### config.mk
export PLATFORM = sky130hd
export DESIGN_NAME = pwm_load_arbiter
export DESIGN_NICKNAME = d
export VERILOG_FILES = /design/src/rtl/pwm_load_arbiter.sv
export SDC_FILE = /design/constraint.sdc
export NUM_CORES = 1
export LEC_CHECK = 0
export CAP_MARGIN = 20
export CORE_ASPECT_RATIO = 2
export CORE_MARGIN = 2
export CORE_UTILIZATION = 38
export CTS_CLUSTER_SIZE = 40
export DETAILED_ROUTE_END_ITERATION = 10
export GPL_ROUTABILITY_DRIVEN = 0
export GPL_TIMING_DRIVEN = 0
export HOLD_SLACK_MARGIN = 0.03
export PLACE_DENSITY = 0.86
export SLEW_MARGIN = 25
export SYNTH_ARGS = -nofsm -noshare
export SYNTH_HDL_FRONTEND = slang
export SYNTH_SLANG_ARGS = --single-unit
export TNS_END_PERCENT = 5
### constraint.sdc
create_clock -name Clock -period 1.5 [get_ports Clock]
set_input_delay 0.15 -clock Clock [delete_from_list [all_inputs] [get_ports Clock]]
set_output_delay 0.15 -clock Clock [all_outputs]
set_load 0.05 [all_outputs]
### src/rtl/pwm_load_arbiter.sv
// Round-robin arbiter that forwards a clamped load value to a PWM as a Load/Load_en transaction.
// Latency: grant, Load and Load_en are registered one cycle after the capture edge; grants are at least PULSE_LEN+GAP_LEN+1 cycles apart.
// Backpressure: requesters hold Req until Gnt; requests seen while Busy are not queued.
module pwm_load_arbiter #(
    parameter int WIDTH     = 12,
    parameter int MAX_LOAD  = 1000,
    parameter int PULSE_LEN = 3,
    parameter int GAP_LEN   = 4
) (
    input  logic             Clock,
    input  logic             Reset_n,
    input  logic             Req0,
    input  logic [WIDTH-1:0] Load0,
    output logic             Gnt0,
    input  logic             Req1,
    input  logic [WIDTH-1:0] Load1,
    output logic             Gnt1,
    output logic [WIDTH-1:0] Load,
    output logic             Load_en,
    output logic             Busy,
    output logic             Clamp
);

    localparam int MAX_LEN = (PULSE_LEN > GAP_LEN) ? PULSE_LEN : GAP_LEN;
    localparam int CNT_W   = $clog2(MAX_LEN);
    localparam logic [CNT_W-1:0] PULSE_RLD = CNT_W'(PULSE_LEN - 1);
    localparam logic [CNT_W-1:0] GAP_RLD   = CNT_W'(GAP_LEN - 1);
    localparam logic [WIDTH-1:0] MAX_VAL   = WIDTH'(MAX_LOAD);

    typedef enum logic [1:0] {IDLE, PULSE, GAP} state_t;

    state_t           state, state_nxt;
    logic [CNT_W-1:0] cnt, cnt_nxt;
    logic             prio;
    logic             capture;
    logic             win;
    logic [WIDTH-1:0] win_val;
    logic             win_clamp;

    // prio names the requester that wins a tie; it flips to the loser after every grant
    always_comb begin
        capture   = (state == IDLE) && (Req0 || Req1);
        win       = (Req0 && Req1) ? prio : Req1;
        win_val   = win ? Load1 : Load0;
        win_clamp = (win_val > MAX_VAL);
    end

    always_comb begin
        state_nxt = state;
        cnt_nxt   = cnt;
        case (state)
            IDLE: begin
                if (capture) begin
                    state_nxt = PULSE;
                    cnt_nxt   = PULSE_RLD;
                end
            end
            PULSE: begin
                if (cnt == '0) begin
                    state_nxt = GAP;
                    cnt_nxt   = GAP_RLD;
                end else begin
                    cnt_nxt = cnt - 1'b1;
                end
            end
            GAP: begin
                if (cnt == '0) begin
                    state_nxt = IDLE;
                    cnt_nxt   = '0;
                end else begin
                    cnt_nxt = cnt - 1'b1;
                end
            end
            default: begin
                state_nxt = IDLE;
                cnt_nxt   = '0;
            end
        endcase
    end

    always_ff @(posedge Clock or negedge Reset_n) begin
        if (!Reset_n) begin
            state   <= IDLE;
            cnt     <= '0;
            prio    <= 1'b0;
            Load    <= '0;
            Load_en <= 1'b0;
            Busy    <= 1'b0;
            Gnt0    <= 1'b0;
            Gnt1    <= 1'b0;
            Clamp   <= 1'b0;
        end else begin
            state   <= state_nxt;
            cnt     <= cnt_nxt;
            Load_en <= (state_nxt == PULSE);
            Busy    <= (state_nxt != IDLE);
            Gnt0    <= capture && !win;
            Gnt1    <= capture && win;
            Clamp   <= capture && win_clamp;
            // Load only changes on a capture so the PWM synchronizer always sees a stable value
            if (capture) begin
                Load <= win_clamp ? MAX_VAL : win_val;
                prio <= ~win;
            end
        end
    end

endmodule

==> impl_metrics.json <==
{
  "status": "finished with violations",
  "violations": "setup timing",
  "cp_slowest_cell": "clkdlybuf4s50_1",
  "chipHeight_um": 81.6,
  "vdd_drop_max_mv": 1.12,
  "finalNetCount": 187,
  "track_usage_pct": 18.6,
  "finalHoldViolations": 0,
  "ys_types": 41,
  "portBuffers": 44,
  "cts_buffer_depth": 2,
  "clock_latency_ns": 0.26,
  "viasPerCell": 5.71,
  "grt_pass1_vias": 1078,
  "cts_tree": "done",
  "start_util_pct": 39.4,
  "netlist_area_um2": 1140,
  "worst_pin_slew_ns": 0.495,
  "syn_inst": 106,
  "yosysSeqAreaShare_pct": 48.1,
  "wl_per_cell_um": 15.8,
  "drc_errors": 0,
  "detail_route.first_pass.iterations": 4,
  "critPathMaxFanout": 9,
  "cts_sinks": 22,
  "avgSynthCellArea_um2": 10.8,
  "p_leak_nw": 0.757,
  "overflow": 0,
  "dr.first_iter.drc_count": 15,
  "syn_to_final_growth_pct": 49.0,
  "grt_pass1_wl_um": 5020,
  "root_buffer": "clkbuf_8",
  "drive_gt1_share_pct": 17.5,
  "finClkSkew_ns": 0.00433,
  "max-slew-margin-rel_pct": 67.2,
  "cts_buffers": 3,
  "io_pins": 45,
  "async_reset_ff_share_pct": 100,
  "setup_slack_ns": -0.0388,
  "crit_path_cell_trace": "clkdlybuf4s50_1 > nand2b_4 > and2_4 > mux2_4 > o32a_1",
  "post_dp_cell_area_um2": 1630,
  "period_share_pct": 103,
  "p_per_area_nw_per_um2": 1690,
  "max_stage_delay_ns": 0.50,
  "slew_viol_final": 0,
  "final_area_um2": 1710,
  "setup_violations": 4,
  "cp-end-kind": "register",
  "rsz0062_at_grt": "yes",
  "diodes": 0,
  "worstSetupPathType": "in2reg",
  "vias": 1050,
  "cap_violations": 0,
  "dp_slack_ns": -0.621,
  "dieArea_um2": 3490,
  "yosys_most_used_dff": "dfrtp_1",
  "antenna_found_initial": 0,
  "grt_max_degree": 23,
  "startpoint_type": "primary input",
  "core_area_um2": 2910,
  "synth-seq-cells": 22,
  "fp.dieW_um": 42.8,
  "row_count": 28,
  "synth_edf_count": 0,
  "routed_wl_um": 2920,
  "yosysWarnings": 0,
  "antenna_left": 0,
  "max_freq_ghz": 0.650,
  "crit_arrival_ns": 1.68,
  "cts.htree.levels": 1,
  "path_clk_slew_ns": 0.07,
  "cp_data_required_time_ns": 1.64,
  "synth_fp_nets": 137,
  "worst_hold_path_type": "in2async",
  "dp.final_hpwl_um": 2280,
  "period_needed_ns": 1.54,
  "fin_total_pwr_mw": 2.88
}
-- layout make-up --
| type | instances | area [um2] |
|---|---|---|
| fill | 248 | 1200 |
| multi-input combinational | 75 | 603 |
| sequential | 22 | 551 |
| timing repair buffer | 47 | 439 |
| clock buffer | 3 | 41.3 |
| tap | 30 | 37.5 |
| buffer | 4 | 22.5 |
| inverter | 3 | 11.3 |
-- critical path: cells and delay by family --
kind / cells / cell delay [ns]
muxes: 1 / 0.32
and+or+nand+nor: 2 / 0.43
AOI/OAI and AO/OA: 1 / 0.29
buffers and inverters: 1 / 0.50
-- cell usage after synthesis (3+ instances only) --
cell	count	share of area (%)
nand2_1	7	2.3
or3_1	3	1.6
a31oi_1	3	1.6
nor2_1	11	3.6
inv_1	3	0.98
dfrtp_1	22	48
mux2i_1	6	5.2
ha_1	3	3.3
o31ai_1	3	2.0
-- placed cells by master (no fill, tap or decap), types with 3 or more instances in the layout --
master	count
clkdlybuf4s50_1	26
dfrtp_1	22
dlygate4sd2_1	17
nor2_1	9
nand2_1	7
mux2i_1	6
buf_2	3
inv_1	3
buf_4	3
or3_1	3
o31ai_1	3
ha_1	3
clkbuf_8	3
-- where the power goes --
| part | switching [mW] | total [mW] | internal (mW) |
|---|---|---|---|
| registers | 0.125 | 0.936 | 0.811 |
| clock network | 0.174 | 0.353 | 0.179 |
| logic | 1.04 | 1.59 | 0.550 |
-- through the flow --
stage | hold slack [ns] | setup TNS (ns) | util (%) | cells
after CTS | 0.444 | -0.0686 | 57.6 | 181
after global placement | 0.467 | -5.14 | 56.1 | 180
after floorplan | -0.146 | -0.0948 | - | 106
after global routing | 0.432 | -0.403 | 58.6 | 184
final | 0.377 | -0.0676 | 58.6 | 184
after detailed placement | 0.479 | -5.91 | 56.1 | 180
-- registers in the layout, indices dropped and copies added (netlist names) --
| register | flops |
|---|---|
| Load_en | 1 |
| Load | 12 |
| Gnt0 | 1 |
| state | 2 |
| prio | 1 |
| Gnt1 | 1 |
| Clamp | 1 |
| Busy | 1 |
| cnt | 2 |
-- per-layer routing --
layer  track usage, %  up-vias  share of wire (%)
li1                 -      495                  -
met1             23.2      499                 36
met2             31.4       50                 56
met3             2.64        6                6.7
met4             8.44        0                1.7
met5                0        -                  0
-- final timing paths --
check	cells after the start	startpoint	endpoint	slack (ns)
min reg2reg	2	Load[0]	Load[0]	0.49
max in group asynchronous	2	Reset_n	Load[2]	0.79
max reg2reg	4	prio	Load[3]	-0.03
min	2	Reset_n	cnt[1]	0.38
min in group Clock	2	Load[0]	Load[0]	0.49
max	5	Req0	Load[3]	-0.04
-- cells by family (layout without fill, tap and decap cells) --
family | after synthesis | in the layout | synth area share (%)
multiplexers | 9 | 9 | 8.52
AND/OR/NAND/NOR | 35 | 35 | 15.5
adder cells (fa/ha/maj) | 3 | 3 | 3.28
buffers and inverters | 9 | 57 | 4.70
AO/OA/AOI/OAI | 28 | 28 | 19.9
flip-flops | 22 | 22 | 48.1
-- what timing repair did --
item,in CTS,in global routing
cloned,0,0
pin swaps,6,2
hold buffers,0,1
buffers inserted,0,2
gates resized for setup,26,5
endpoints found under the setup margin,29,10
endpoints found under the hold margin,0,22
No activity file was read; power rests on OpenSTA's default activity.
==> patch 1, RTL diff (config.mk and constraints unchanged) <==
Re-encode `state_t` (3 states) as one-hot, 3 bits wide.
--- a/src/rtl/pwm_load_arbiter.sv
+++ b/src/rtl/pwm_load_arbiter.sv
@@ -27,7 +27,7 @@
     localparam logic [CNT_W-1:0] GAP_RLD   = CNT_W'(GAP_LEN - 1);
     localparam logic [WIDTH-1:0] MAX_VAL   = WIDTH'(MAX_LOAD);
 
-    typedef enum logic [1:0] {IDLE, PULSE, GAP} state_t;
+    typedef enum logic [2:0] {IDLE = 3'b001, PULSE = 3'b010, GAP = 3'b100} state_t;
 
     state_t           state, state_nxt;
     logic [CNT_W-1:0] cnt, cnt_nxt;
Function: same outputs for any inputs over 10 cycles, from zero or initial values and one cycle with Reset_n low; not proved beyond that.
==> patch 1 against the original RTL <==
- the flow still finishes with violations (negative setup slack)
- power is 36% higher
- synthesized area is 4.7% higher
- sequential share of layout area is 0.59 points lower
- critical path depth stayed put
- final area is 7.2% higher
- combinational power is 54% higher
- worst setup slack worse by 39 ps
- sequential cell count is 1 higher
- register-to-register slack worse by 50 ps
- routed wire length is 12% higher
- non-clock buffer count is 10 higher
==> patch 1: results (changes against the original RTL) <==
place:
  place_ws_ps: -390  # +231 ps
  dp_hpwl_um: 2330  # +2.0%
  postPlaceCellArea_um2: 1690  # +3.5%
  dp.cells: 195  # +8.3%
sta:
  skew_ps: 2.44  # -1.89 ps
  fin_ws_ps: -77.3  # -38.5 ps
  setup_violations: 9  # +5
  relSlewSlack: 0.652  # -0.0196
drt:
  met3_length_um: 105  # -46%
  drt_iter0_drc: 32  # +17
  wirelength_um: 3250  # +12%
  route.met2.wl_um: 1920  # +19%
  drc: 0  # unchanged
  top_layer_used: "met4"
  wl_met1_um: 1160  # +10%
  viasPerCell: 5.57  # -2.3%
finish:
  layoutNonFillerInstCount: 211  # +15%
  fill_cells: 244  # -1.6%
  drive_gt1_frac: 0.215  # +0.0401
  top_regs: "Load x12, state x3, cnt x2"
  diodes: 0  # unchanged
clock_network:
  cts-buffers-inserted: 3  # unchanged
  clock_path_buffers: 2  # unchanged
  htree_levels: 1  # unchanged
  clock_latency_ps: 260  # about the same
  cts_root_buf: "clkbuf_8"
worst_setup_path:
  cp_top_family: "flip-flops"
  crit_arrival_ps: 1750  # +70 ps
  crit_fanout: 7  # -2
  slowest_stage: "dfstp_2"
  critPathMaxStageDelay_ps: 560  # +60 ps
grt:
  grt_util_all_layers: 0.186  # about the same
  grt_pass1_wl_um: 5340  # +6.5%
  antenna_found_initial: 0  # unchanged
  use_met1: 0.184  # -0.0482
  use_met3: 0.0283  # +0.00189
  grt_max_degree: 24  # +4.3%
  grt_use_met2: 0.348  # +0.0340
  grt_pass1_vias: 1233  # +14%
yosys:
  synth-compound-area-share: 0.208  # +0.00882
  synth_commonest_cells: "23 x nor2_1, 22 x dfrtp_1, 18 x nand2_1"
  postSynthCellCount: 121  # +14%
  synth.mux.area_fraction: 0  # -0.0852
  synthDistinctLibCells: 31  # -24%
  yosysSeqAreaShare: 0.481  # about the same
  synth_fp_nets: 152  # +11%
  synth_area_leaders: "dfrtp_1 46%, nor2_1 7.2%, nand2_1 5.6%"
  synthAdderAreaFrac: 0.0313  # -0.00147
  synthArstFlopShare: 1.00  # unchanged
status:
  violations: "negative setup slack"
  status: "complete, but fails checks"
min_path:
  min_path_type: "input pin to flop"
power:
  cellLeakagePower_uw: 0.000829  # +9.5%
  ir_drop_mv: 1.26  # +12%
-- patch 1: final cells by class --
class | instances | share of cell area
repair buffers | 57 | 0.282
well taps | 30 | 0.0205
multi-input cells | 89 | 0.323
clock buffers | 4 | 0.0246
flip-flops and latches | 23 | 0.317
inverters | 4 | 0.00958
plain buffers | 4 | 0.0233
-- patch 1: path summary, 6_finish.rpt --
path | slack [ps] | endpoint | depth (start not counted) | start
worst max-delay path | -80 | Load[0]$_DFFE_PN0P_ | 5 | state[0]$_DFF_PN1_
worst min-delay path | 310 | prio$_DFFE_PN0P_ | 2 | Req1
worst max register to register | -80 | Load[0]$_DFFE_PN0P_ | 5 | state[0]$_DFF_PN1_
worst min register to register | 480 | Load[11]$_DFFE_PN0P_ | 1 | Load[11]$_DFFE_PN0P_
max in group asynchronous | 730 | state[1]$_DFF_PN0_ | 2 | Reset_n
min in group asynchronous | 390 | Load[10]$_DFFE_PN0P_ | 2 | Reset_n
-- patch 1: per-stage QoR --
step,setup TNS [ps],hold WS [ps],util
final,-377,311,0.614
after global routing,-1150,346,0.614
after CTS,-289,412,0.605
after detailed placement,-4270,474,0.567
after global placement,-3740,473,0.567
after floorplan,-574,-146,-
-- patch 1: kinds of logic after synthesis --
logic type / after synthesis
fa+ha+maj: 3
buf+inv: 9
simple gates: 56
compound gates: 30
flops: 23
-- patch 1: report_power, final --
| part | switching (uW) | leakage, uW | internal (uW) |
|---|---|---|---|
| logic | 1480 | 0.000528 | 972 |
| clock network | 200 | 0.0000228 | 190 |
| registers | 182 | 0.000278 | 896 |
| total | 1860 | 0.000829 | 2060 |
-- patch 1: what timing repair did --
item	4_1_cts	5_1_grt
setup endpoints to repair	34	15
pin swaps	6	2
buffers inserted	11	1
hold buffers	0	1
hold endpoints to repair	0	22
gates resized for setup	24	5
==> patch 2, RTL diff (same flow settings) <==
Without the edit above. `PULSE_LEN`: 3 -> 2.
--- a/src/rtl/pwm_load_arbiter.sv
+++ b/src/rtl/pwm_load_arbiter.sv
@@ -4,7 +4,7 @@
 module pwm_load_arbiter #(
     parameter int WIDTH     = 12,
     parameter int MAX_LOAD  = 1000,
-    parameter int PULSE_LEN = 3,
+    parameter int PULSE_LEN = 2,
     parameter int GAP_LEN   = 4
 ) (
     input  logic             Clock,
Check against the original RTL: not equivalent (a bounded check fails within 4 cycles, from zero or initial values and one cycle with Reset_n low).
==> patch 2 against the original RTL <==
- the flow still finishes with violations (negative setup slack)
- routed wire length increased by 13%
- sequential cell count did not move
- clock power grew 58%
- largest cell class unchanged
- worst setup slack worse by 58 ps
- final area is 0.81% higher
- synthesized area fell by 1.3%
- power is 9.8% higher
- critical path depth down 1
- register-to-register slack worse by 70 ps
==> patch 2: results (changes against the original RTL) <==
sta:
  period_minus_slack_ps: 1600  # +57.8 ps
  tns_ps: -140  # -72.2 ps
  fin_ws_ps: -96.6  # -57.8 ps
  setup_violations: 4  # unchanged
yosys:
  yosysSeqAreaShare: 0.487  # +0.00639
  syn_area_per_cell_um2: 9.66  # -11%
  synth_area_leaders: "dfrtp_1 49%, nand2_1 6.3%, mux2i_1 4.4%"
  synth_fp_nets: 148  # +8.0%
  synth-compound-area-share: 0.173  # -0.0261
grt:
  grt_pass1_wl_um: 5080  # +1.2%
  grt_pass1_vias: 1186  # +10%
  use_met1: 0.199  # -0.0333
  use_met3: 0.0267  # +0.000293
  grt_use_met2: 0.355  # +0.0417
drt:
  wirelength_um: 3310  # +13%
  drt_iter0_drc: 46  # +31
finish:
  drive_gt1_frac: 0.139  # -0.0359
  fill_cells: 265  # +6.9%
  fin_nets: 197  # +5.3%
power:
  p_sw_uw: 1460  # +8.9%
  ir_drop_mv: 0.904  # -20%
  cellLeakagePower_uw: 0.000765  # +1.1%
status:
  status: "complete, but fails checks"
  violations: "negative setup slack"
worst_setup_path:
  crit_fanout: 7  # -2
  critPathMaxStageDelay_ps: 390  # -110 ps
place:
  dp.cells: 190  # +5.6%
  dp_hpwl_um: 2400  # +5.2%
min_path:
  min_path_type: "input pin to flop"
-- patch 2: power by group through the flow --
stage	Clock (uW)	Combinational, uW	Sequential (uW)
6_report	557	1670	935
3_5_place_dp	0	1690	953
3_3_place_gp	0	1640	936
4_1_cts	559	1630	934
5_1_grt	582	1770	955
2_1_floorplan	0	552	1500
-- patch 2: kinds of logic (layout without fill, tap and decap cells) --
kind of cell	Yosys count	after routing
AND/OR/NAND/NOR	51	51
AO/OA/AOI/OAI	26	26
flip-flops	22	22
buffers and inverters	10	58
multiplexers	5	5
adder cells (fa/ha/maj)	3	3
-- patch 2: area by class of cell --
cell class / instances / area, um^2 / share of cell area
Multi-Input combinational cell: 85 / 594 / 0.346
Sequential cell: 22 / 551 / 0.320
Timing Repair Buffer: 44 / 417 / 0.242
Clock buffer: 3 / 41.3 / 0.0240
Tap cell: 30 / 37.5 / 0.0218
Buffer: 6 / 33.8 / 0.0197
Clock inverter: 1 / 30.0 / 0.0175
Inverter: 4 / 15.0 / 0.00873
-- patch 2: stage by stage --
| step | cell area, um^2 | setup slack [ps] | hold WS [ps] |
|---|---|---|---|
| 6_report | 1720 | -96.6 | 354 |
| 5_1_grt | 1720 | -181 | 378 |
| 4_1_cts | 1690 | 2.41 | 335 |
| 3_5_place_dp | 1600 | -357 | 479 |
| 3_3_place_gp | 1600 | -280 | 469 |
| 2_1_floorplan | 1130 | 94.0 | -146 |
-- patch 2: routing by layer --
metal	up-vias	routed length, um	part of all wire
met5	-	0	0
met1	544	1130	0.34
li1	512	-	-
met2	62	1860	0.56
met3	13	198	0.060
met4	0	124	0.037
-- patch 2: timing repair --
item                                   4_1_cts  5_1_grt
hold buffers                                 0        1
pin swaps                                    5        2
gates resized for setup                     26        5
setup endpoints to repair                   27       11
cloned                                       0        0
endpoints found under the hold margin        0       22
-- patch 2: final timing paths --
path | startpoint | endpoint | cells after the start
worst min-delay path | Req0 | cnt[0]$_DFFE_PN0P_ | 3
worst max-delay path | prio$_DFFE_PN0P_ | Load[4]$_DFFE_PN0P_ | 4
worst max register to register | prio$_DFFE_PN0P_ | Load[4]$_DFFE_PN0P_ | 4
min in group asynchronous | Reset_n | Load[11]$_DFFE_PN0P_ | 2
max in group asynchronous | Reset_n | state[1]$_DFF_PN0_ | 2
worst min register to register | Load[11]$_DFFE_PN0P_ | Load[11]$_DFFE_PN0P_ | 1
-- patch 2: worst max-delay path, delay by kind of cell, from the launching register on --
family / cells / cell delay, ps
AOI/OAI and AO/OA: 3 / 880
DFF: 1 / 390
and+or+nand+nor: 1 / 190
